===== src/rtl/rr_stream_mux.sv =====
// rr_stream_mux: N-to-1 valid/ready stream mux with round-robin grant
// and a single registered output stage.
module rr_stream_mux #(
  parameter int BUS_WIDTH = 32,
  parameter int NUM_IN    = 4,
  localparam int SEL_W    = $clog2(NUM_IN)
) (
  input  logic                        clk,
  input  logic                        rst,
  input  logic [NUM_IN-1:0]           in_valid,
  input  logic [NUM_IN*BUS_WIDTH-1:0] in_data,
  output logic [NUM_IN-1:0]           in_ready,
  output logic                        out_valid,
  output logic [BUS_WIDTH-1:0]        out_data,
  output logic [SEL_W-1:0]            out_sel,
  input  logic                        out_ready
);

  logic [SEL_W-1:0] last_grant;
  logic [SEL_W-1:0] grant;
  logic             found;
  logic             load;
  logic             accept;

  // Wrap is modulo NUM_IN so non-power-of-2 counts never reach ghost slots.
  function automatic logic [SEL_W-1:0] rr_idx(
    input logic [SEL_W-1:0] p,
    input int               k
  );
    int s;
    s = int'(p) + k;
    if (s >= NUM_IN) s = s - NUM_IN;
    return s[SEL_W-1:0];
  endfunction

  always_comb begin
    grant = '0;
    found = 1'b0;
    for (int k = 1; k <= NUM_IN; k++) begin
      if (!found && in_valid[rr_idx(last_grant, k)]) begin
        grant = rr_idx(last_grant, k);
        found = 1'b1;
      end
    end
  end

  assign load   = !out_valid || out_ready;
  assign accept = found && load && !rst;

  always_comb begin
    in_ready = '0;
    if (accept) in_ready[grant] = 1'b1;
  end

  always_ff @(posedge clk) begin
    if (rst) begin
      out_valid  <= 1'b0;
      out_data   <= '0;
      out_sel    <= '0;
      last_grant <= SEL_W'(NUM_IN - 1);
    end else if (accept) begin
      out_valid  <= 1'b1;
      out_data   <= in_data[grant*BUS_WIDTH +: BUS_WIDTH];
      out_sel    <= grant;
      last_grant <= grant;
    end else if (out_ready) begin
      out_valid  <= 1'b0;
    end
  end

endmodule


===== config.mk =====
export PLATFORM = sky130hd
export DESIGN_NAME = rr_stream_mux
export DESIGN_NICKNAME = d
export VERILOG_FILES = /design/src/rtl/rr_stream_mux.sv
export SDC_FILE = /design/constraint.sdc
export NUM_CORES = 1
export LEC_CHECK = 0
export ABC_AREA = 0
export CORE_ASPECT_RATIO = 1.4
export CORE_MARGIN = 2
export CORE_UTILIZATION = 39
export CTS_CLUSTER_DIAMETER = 50
export CTS_CLUSTER_SIZE = 12
export DETAILED_ROUTE_END_ITERATION = 10
export GPL_TIMING_DRIVEN = 0
export MAX_ROUTING_LAYER = met4
export PLACE_DENSITY = 0.89
export SLEW_MARGIN = 5
export SYNTH_ARGS = -nofsm -noshare
export SYNTH_HDL_FRONTEND = slang
export SYNTH_SLANG_ARGS = --single-unit

===== constraint.sdc =====
create_clock -name clk -period 3.9 [get_ports clk]
set_clock_uncertainty 0.15 [all_clocks]
set_input_delay 0.78 -clock clk [delete_from_list [all_inputs] [get_ports clk]]
set_output_delay 0.78 -clock clk [all_outputs]
set_load 0.03 [all_outputs]

Word level (Yosys, flattened, before mapping)
Index checks and enable logic that the tools add are counted.
{"block": "totals", "regBits": 37, "in_bits": 135, "wordCells": 61, "out_inout_bits": 39}
{"block": "classes", "mux": 25, "n_reduce_logical": 13, "order_cmp": 10, "n_shift": 1, "n_addsub": 8}
{"cell": "$shiftx 128x8->32", "n": 1}
{"cell": "$mux 2", "n": 8}
{"cell": "$lt 2x3->1 const B", "n": 5}
{"cell": "$mux 1", "n": 11}
{"cell": "$ge 3x3->1 const B", "n": 3}
{"cell": "$bmux 1 s2", "n": 4}
{"cell": "$sub 2x1->2 const B", "n": 4}
{"cell": "$add 2x2->3 const B", "n": 2}
{"cell": "$logic_and 1x1->1", "n": 6}
{"cell": "$logic_not 1->1", "n": 5}
{"cell": "$add 2x3->4 const B", "n": 1}
{"cell": "$ge 4x3->1 const B", "n": 1}
{"cell": "$mux 4", "n": 1}
{"cell": "$add 2x1->3 const B", "n": 1}
{"cell": "$demux 1 s2", "n": 1}
{"cell": "$ge 2x1->1 const B", "n": 1}
{"cell": "$reduce_bool 2->1", "n": 1}
{"cell": "$logic_or 1x1->1", "n": 1}

Logic depth before layout (Yosys ltp)
Gate-level depths: netlist of run 1.
{"block": "depth", "ltp_word": 20, "depth_mapped": 7}

Worst setup path before layout of run 1
No wires, ideal clock.
{"block": "synth_path", "kind": "input -> output", "startpoint": "input in_valid[2]", "endpoint": "output in_ready[3]", "path_buffers": 2, "slack_ns": 0.678, "t_arrival_ns": 2.292, "stages": 6, "path_cell_list": "nand2b_1 -> a21oi_2 -> nor3_4 -> buf_6 -> buf_2 -> nor3_1"}
{"block": "synth_via", "elab_chain_cells": 17, "elab_cells_between_ends": 30, "cone_classes": "2 x order compare; 19 x mux; 9 x reduce/logical"}
{"element": "from (decl)", "line": "10", "rtl": "input logic [NUM_IN-1:0] in_valid,"}
{"element": "$bmux 1 s2", "line": "40", "rtl": "if (!found && in_valid[rr_idx(last_grant, k)]) begin"}
{"element": "$mux 1 (not written as such)", "line": "40"}
{"element": "$mux 1", "line": "40"}
{"element": "$logic_not 1->1", "line": "40"}
{"element": "$logic_and 1x1->1", "line": "40"}
{"element": "$mux 1", "line": "40"}
{"element": "$logic_not 1->1", "line": "40"}
{"element": "$logic_and 1x1->1", "line": "40"}
{"element": "$mux 1", "line": "40"}
{"element": "$logic_not 1->1", "line": "40"}
{"element": "$logic_and 1x1->1", "line": "40"}
{"element": "$mux 2", "line": "40"}
{"element": "$lt 2x3->1 (not written as such) or $ge 2x1->1 (tied branches)", "line": "52", "rtl": "if (accept) in_ready[grant] = 1'b1;"}
{"element": "$logic_and 1x1->1 (not written as such)", "line": "52"}
{"element": "$mux 1 (not written as such)", "line": "52"}
{"element": "$demux 1 s2", "line": "52"}
{"element": "$mux 4 (*)", "line": "52"}
{"element": "to (decl)", "line": "12", "rtl": "output logic [NUM_IN-1:0] in_ready,"}
Mark *: on every way between the ends. The rest lies on a longest branch, timed or not. The select of a mux whose other input is x is not followed.

Worst setup path in the final report of run 1
{"block": "layout_path", "startpoint": "input in_valid[3]", "endpoint": "output in_ready[2]"}
Same word-level chain as after synthesis.

==> run_results.csv, run 1 <==
group,metric,value,unit
outcome,status,"finished, final reports clean",
global_route,grt_antenna_before_repair,0,
global_route,grt_first_pass_wirelength,15.10,mm
place,numPortBuffers,173,
timing,slew_headroom,44.51,%
timing,fmax,265.0,MHz
cts,cts_root_buf,"clkbuf_8",
cts,numCtsBuffers,5,
layout,nets,575,
drt,totalWireLength,9.759,mm
synth,yosys.cell_types.count,38,
synth,ys_warn_count,0,
global_route,grt_max_degree,11,
setup_path,crit_type,"primary input to output pin",
power,power,0.001592,W
cts,cts_tree,"done",
die,fp.dieH,101.1,µm
cts,cts_max_level,2,
timing,fin_crit,3.773,ns
drt,num_vias,2992,
drt,dr.pass1.iters,4,
die,die_x,73.36,µm
timing,slew_violations,0,
synth,yosysSeqAreaShare,28.20,%
synth,ys_seq_elements,37,
timing,holdWs,0.3190,ns
place,gp_congestion,0.8943,
setup_path,required,2.97,ns
drt,drc,0,
synth,yosys.area.top_type,"dfxtp_1",
die,io_pins,174,
setup_path,crit_path_start_kind,"primary input",
global_route,grt_remaining_overflow,0,
synth,async_reset_ff_share,0,%
layout,num-fill-cells,538,
layout,diodes,0,
power,power_density,349.3,mW/mm²
power,max-vdd-ir-drop,202.4,µV
timing,post-route-period-util,96.75,%
synth,ys_top_cells_by_area,"dfxtp_1, a221oi_2, mux2i_1, o31a_1, a211oi_1",
die,initial_core_util,39.98,%
die,core_region_area,0.006569,mm²
layout,layout_commonest_cell,"clkdlybuf4s50_1",
synth,synth_top_area_share,28.20,%
cts,cts.sinks,37,
job,cap_violations,0,
drt,drt_iter0_markers,145,
power,p_leak,1.655,nW
setup_path,end_kind,"output pin",
synth,syn_nets,396,
timing,rsz0062_at_grt,"false",
cts,clock_path_buffers,2,
hold_path,hold_class,"register to register",
layout,drive_gt1_share,13.64,%
layout,syn2layout_area_growth,73.56,%
cts,clk_pin_slew,0.08,ns
timing,tns,0,ns
synth,synthCells,261,
layout,layout_common_cells,"clkdlybuf4s50_1, dfxtp_1, nand2b_1, o31a_1",
place,dpl.hpwl,7.623,mm
timing,finalHoldViolCount,0,
drt,wl_per_cell,18.99,µm
synth,synth_enable_flop_cells,0,
synth,netlist_area,0.002626,mm²
drt,post_drt_via_cell_ratio,5.821,
timing,setup_viol,0,
die,row_count,35,
layout,final_core_util,69.39,%
global_route,first_global_vias,3171,
cts,clk_latency,0.28,ns
cts,cts_hold_buffers,0,
timing,worstMarginPinSlew,0.8323,ns
die,fp.dieArea,0.007416,mm²
synth,avgSynthCellArea,10.06,µm²
setup_path,critPathMaxFanout,10,
cts,post_cts_buffers,0,
global_route,grtUsageTotal,26.83,%
drt,drtAntennaViolNets,0,
setup_path,cp.arrival,2.84,ns
synth,synth_ff_type,"dfxtp_1",
## cells in the mapped netlist (2+ instances only)
| master | instances |
|---|---|
| dfxtp_1 | 37 |
| nand2b_1 | 30 |
| o31a_1 | 29 |
| a211oi_1 | 28 |
| mux2i_1 | 28 |
| a221oi_2 | 26 |
| buf_2 | 12 |
| clkbuf_1 | 12 |
| o21ai_0 | 6 |
| nor2_1 | 5 |
| a21oi_1 | 4 |
| a221o_1 | 4 |
| nand4_1 | 4 |
| o31ai_1 | 4 |
| nor2b_1 | 3 |
| a21o_1 | 2 |
| a221oi_1 | 2 |
| buf_12 | 2 |
| mux2_1 | 2 |
| mux2_2 | 2 |
| nor3_1 | 2 |
## through the flow
step / setup slack (ns) / cells / cell area (µm²)
final: 0.1268 / 514 / 4558
after global routing: 0.0002962 / 514 / 4558
after CTS: 0.001447 / 515 / 4564
after detailed placement: -0.4875 / 508 / 4451
after global placement: -0.4757 / 508 / 4451
after floorplan: 0.6782 / 261 / 2626
## final timing paths
kind,end,cells after the start,from,slack [ns]
worst max-delay path,in_ready[2],8,in_valid[3],0.13
worst min-delay path,out_sel[1]$_SDFFE_PP0P_,1,out_sel[1]$_SDFFE_PP0P_,0.32
worst max register to register,out_data[19]$_SDFFE_PP0P_,6,last_grant[0]$_SDFFE_PP1P_,1.77
worst min register to register,out_sel[1]$_SDFFE_PP0P_,1,out_sel[1]$_SDFFE_PP0P_,0.32
## logic make-up after synthesis
kind of cell | share of synthesized area (%)
buf+inv | 6.670
compound gates | 39.97
flops | 28.20
simple gates | 12.77
mux | 12.39
## repair_timing
| action | CTS | global route |
|---|---|---|
| pin swaps | 0 | 0 |
| resized for setup | 13 | 2 |
| setup endpoints to repair | 4 | 4 |
## layout make-up
type	instances	area (µm²)	share of cell area, %
multi-input combinational	195	1738	38.13
timing repair buffer	173	1725	37.85
sequential	37	740.7	16.25
buffer	28	175.2	3.843
tap	74	92.59	2.031
clock buffer	7	86.33	1.894
## worst max-delay path, stage by stage
cell	delay, ns
clkdlybuf4s50_1	0.59
nor2b_4	0.22
nor2_1	0.08
or2_2	0.34
nor2_4	0.23
buf_4	0.25
and2_1	0.14
clkbuf_2	0.20
## registers in the layout, summed over array words and instances, names as in the netlist
register    cells
out_data       32
out_sel         2
out_valid       1
last_grant      2
## per-layer routing
metal | share of wire [%] | vias to the layer above | wire [µm] | GRT usage (%)
met3 | 4.7 | 24 | 456 | 3.600
met1 | 38 | 1427 | 3683 | 29.29
met2 | 54 | 134 | 5295 | 47.19
li1 | - | 1407 | - | -
met5 | 0 | - | 0 | -
met4 | 3.3 | 0 | 325 | 12.59
## power breakdown
group          switching, W  total [W]  leakage [nW]  internal, W
Combinational      0.000419   0.000831          1.30     0.000412
Sequential        0.0000390   0.000485         0.311     0.000446
Clock              0.000136   0.000276        0.0443     0.000141
Total              0.000594    0.00159          1.65     0.000998
Power figures use the tool's default switching activity.
==> inputs of run 2 (changes only) <==
--- a/config.mk
+++ b/config.mk
@@ -6,8 +6,8 @@
 export NUM_CORES = 1
 export LEC_CHECK = 0
 export ABC_AREA = 0
+export CAP_MARGIN = 20
 export CORE_ASPECT_RATIO = 1.4
-export CORE_MARGIN = 2
 export CORE_UTILIZATION = 39
 export CTS_CLUSTER_DIAMETER = 50
 export CTS_CLUSTER_SIZE = 12
==> run_results.csv, run 2 (synthesis gave the netlist of run 1 again) <==
group,metric,value,unit
outcome,status,"finished, violations left",
outcome,violations,"DRC",
drt,wl_per_cell,18.61,µm
place,numPortBuffers,173,
timing,post-route-period-util,97.17,%
die,die_x,71.36,µm
cts,cts_hold_buffers,0,
power,pwr-share-seq,28.2,%
drt,post_drt_via_cell_ratio,5.775,
hold_path,hold_class,"register to register",
setup_path,crit_path_start_kind,"primary input",
timing,fin_crit,3.790,ns
global_route,grt_first_pass_wirelength,14.92,mm
cts,clk_pin_slew,0.08,ns
layout,largest_register_ffs,32,
hold_path,hp-start,"out_sel[1]$_SDFFE_PP0P_",
die,fp.dieH,99.10,µm
place,gp_congestion,0.9117,
die,initial_core_util,40.25,%
setup_path,slowest_stage,"clkdlybuf4s50_1",
layout,top_regs,"out_data (32), last_grant (2), out_sel (2)",
power,switchingPower,0.0006029,W
cts,numCtsBuffers,5,
die,io_pins,174,
setup_path,crit_type,"primary input to output pin",
cts,cts_max_level,2,
global_route,grt_remaining_overflow,0,
global_route,grt_max_degree,13,
power,netSwitchingFraction,35.14,%
drt,drc,9,
layout,diodes,0,
global_route,first_global_vias,3016,
timing,setup_viol,0,
hold_path,min_path_cells,1,
die,core_region_area,0.006525,mm²
drt,drtAntennaViolNets,0,
drt,totalWireLength,9.586,mm
setup_path,cp.arrival,2.86,ns
setup_path,end_kind,"output pin",
timing,finalHoldViolCount,0,
timing,tns,0,ns
setup_path,worstReg2RegEnd,"out_data[20]$_SDFFE_PP0P_",
layout,drive_gt1_share,14.06,%
drt,dr.pass1.iters,10,
drt,drt_iter0_markers,158,
timing,slew_violations,0,
setup_path,worstPathCellList,"clkdlybuf4s50_1 -> nand2b_1 -> o22ai_1 -> or2_2 -> nor2_4 -> buf_6 -> and2_1 -> clkdlybuf4s15_2",
power,intPower,0.001113,W
timing,worstMarginPinSlew,0.7892,ns
setup_path,critPathMaxFanout,10,
cts,cts_tree,"done",
timing,slew_headroom,47.39,%
layout,final_core_util,70.74,%
cts,cts.sinks,37,
timing,fmax,263.9,MHz
hold_path,min_to,"out_sel[1]$_SDFFE_PP0P_",
power,pwr-share-comb,48.6,%
setup_path,ff2ff_path_depth,6,
cts,cts_root_buf,"clkbuf_8",
layout,layout_common_cells,"clkdlybuf4s50_1, dfxtp_1, nand2b_1, o31a_1",
die,row_count,35,
global_route,grt_antenna_before_repair,0,
cts,clk_latency,0.29,ns
die,fp.dieArea,0.007071,mm²
layout,syn2layout_area_growth,75.75,%
setup_path,required,2.97,ns
setup_path,r2r_start,"last_grant[0]$_SDFFE_PP1P_",
layout,nets,575,
layout,layout_commonest_cell,"clkdlybuf4s50_1",
global_route,grtUsageTotal,27.85,%
cts,clock_path_buffers,2,
layout,num-fill-cells,511,
place,dpl.hpwl,7.486,mm
drt,num_vias,2974,
power,power_density,371.6,mW/mm²
power,max-vdd-ir-drop,243.2,µV
power,p_leak,1.687,nW
job,cap_violations,0,
setup_path,rrSetupSlack,1.75,ns
timing,rsz0062_at_grt,"false",
setup_path,slowest_delay,0.50,ns
power,clkPwrFrac,23.2,%
layout,top_register,"out_data",
[run 2: changes by cell type in the layout (fill, tap and decap cells not counted)]
| cell | previous run | this run |
|---|---|---|
| clkbuf_2 | 1 | 0 |
| clkbuf_8 | 6 | 5 |
| bufinv_16 | 0 | 2 |
| dlymetal6s2s_1 | 0 | 1 |
| clkinv_2 | 0 | 1 |
| clkbuf_1 | 13 | 12 |
| buf_4 | 2 | 0 |
| buf_2 | 9 | 10 |
| clkdlybuf4s50_1 | 169 | 168 |
| clkdlybuf4s15_2 | 1 | 2 |
| buf_6 | 1 | 2 |
[run 2: worst max-delay path by stage]
stage           startpoint          end  slack [ns]  depth (start not counted)
2_1_floorplan  in_valid[2]  in_ready[3]        0.68                          6
3_3_place_gp   in_valid[3]  in_ready[2]       -0.47                          8
3_5_place_dp   in_valid[3]  in_ready[2]       -0.54                          8
4_1_cts        in_valid[3]  in_ready[2]       0.009                          8
5_1_grt        in_valid[1]  in_ready[2]        0.03                          8
6_report       in_valid[1]  in_ready[2]        0.11                          8
[run 2: what timing repair did]
item	4_1_cts	5_1_grt
buffers inserted	0	0
gates cloned	0	0
endpoints found under the setup margin	4	4
gates resized for setup	14	2
[run 2: through the flow]
| stage | instances | total power, W | instance area [µm²] | hold slack, ns | setup WS (ns) |
|---|---|---|---|---|---|
| 5_1_grt | 515 | 0.001795 | 4616 | 0.3427 | 0.03154 |
| 3_5_place_dp | 508 | 0.001322 | 4451 | 0.3022 | -0.5407 |
| 6_report | 515 | 0.001715 | 4616 | 0.3241 | 0.1105 |
| 4_1_cts | 516 | 0.001724 | 4614 | 0.3221 | 0.008900 |
| 2_1_floorplan | 261 | 0.0009665 | 2626 | 0.3831 | 0.6782 |
| 3_3_place_gp | 508 | 0.001303 | 4451 | 0.2897 | -0.4696 |
[run 2: final cells by class]
cell class	count	area (µm²)	share of cell area (%)
buffer	28	176.4	3.822
clock buffer	5	68.82	1.491
clock inverter	3	65.06	1.410
multi-input combinational	195	1738	37.65
sequential	37	740.7	16.05
tap	74	92.59	2.006
timing repair buffer	173	1734	37.57
[run 2: critical path: cells and delay by family]
| kind | cells | cell delay (ns) |
|---|---|---|
| simple gates | 4 | 0.93 |
| buf+inv | 3 | 1.00 |
| compound gates | 1 | 0.15 |
[run 2: power by group through the flow]
stage | registers, W | clock network, W | logic (W)
finish | 0.000484 | 0.000398 | 0.000833
global placement | 0.000489 | 0 | 0.000814
detailed placement | 0.000491 | 0 | 0.000831
global route | 0.000492 | 0.000427 | 0.000876
floorplan | 0.000615 | 0 | 0.000351
CTS | 0.000484 | 0.000404 | 0.000836
[run 2: routing by layer]
| layer | share of wire, % | global-route usage [%] |
|---|---|---|
| met5 | 0 | - |
| met4 | 3.0 | 11.85 |
| met3 | 5.2 | 3.951 |
| met2 | 54 | 50.77 |
| met1 | 38 | 29.54 |
==> inputs of run 3 (changes only) <==
--- a/config.mk
+++ b/config.mk
@@ -6,7 +6,7 @@
 export NUM_CORES = 1
 export LEC_CHECK = 0
 export ABC_AREA = 0
-export CAP_MARGIN = 20
+export CAP_MARGIN = 10
 export CORE_ASPECT_RATIO = 1.4
 export CORE_UTILIZATION = 39
 export CTS_CLUSTER_DIAMETER = 50
@@ -15,7 +15,7 @@
 export GPL_TIMING_DRIVEN = 0
 export MAX_ROUTING_LAYER = met4
 export PLACE_DENSITY = 0.89
-export SLEW_MARGIN = 5
+export SLEW_MARGIN = 20
 export SYNTH_ARGS = -nofsm -noshare
 export SYNTH_HDL_FRONTEND = slang
 export SYNTH_SLANG_ARGS = --single-unit
==> results of run 3 <==
The final DEF is identical to that of run 2; final timing and power are the same.
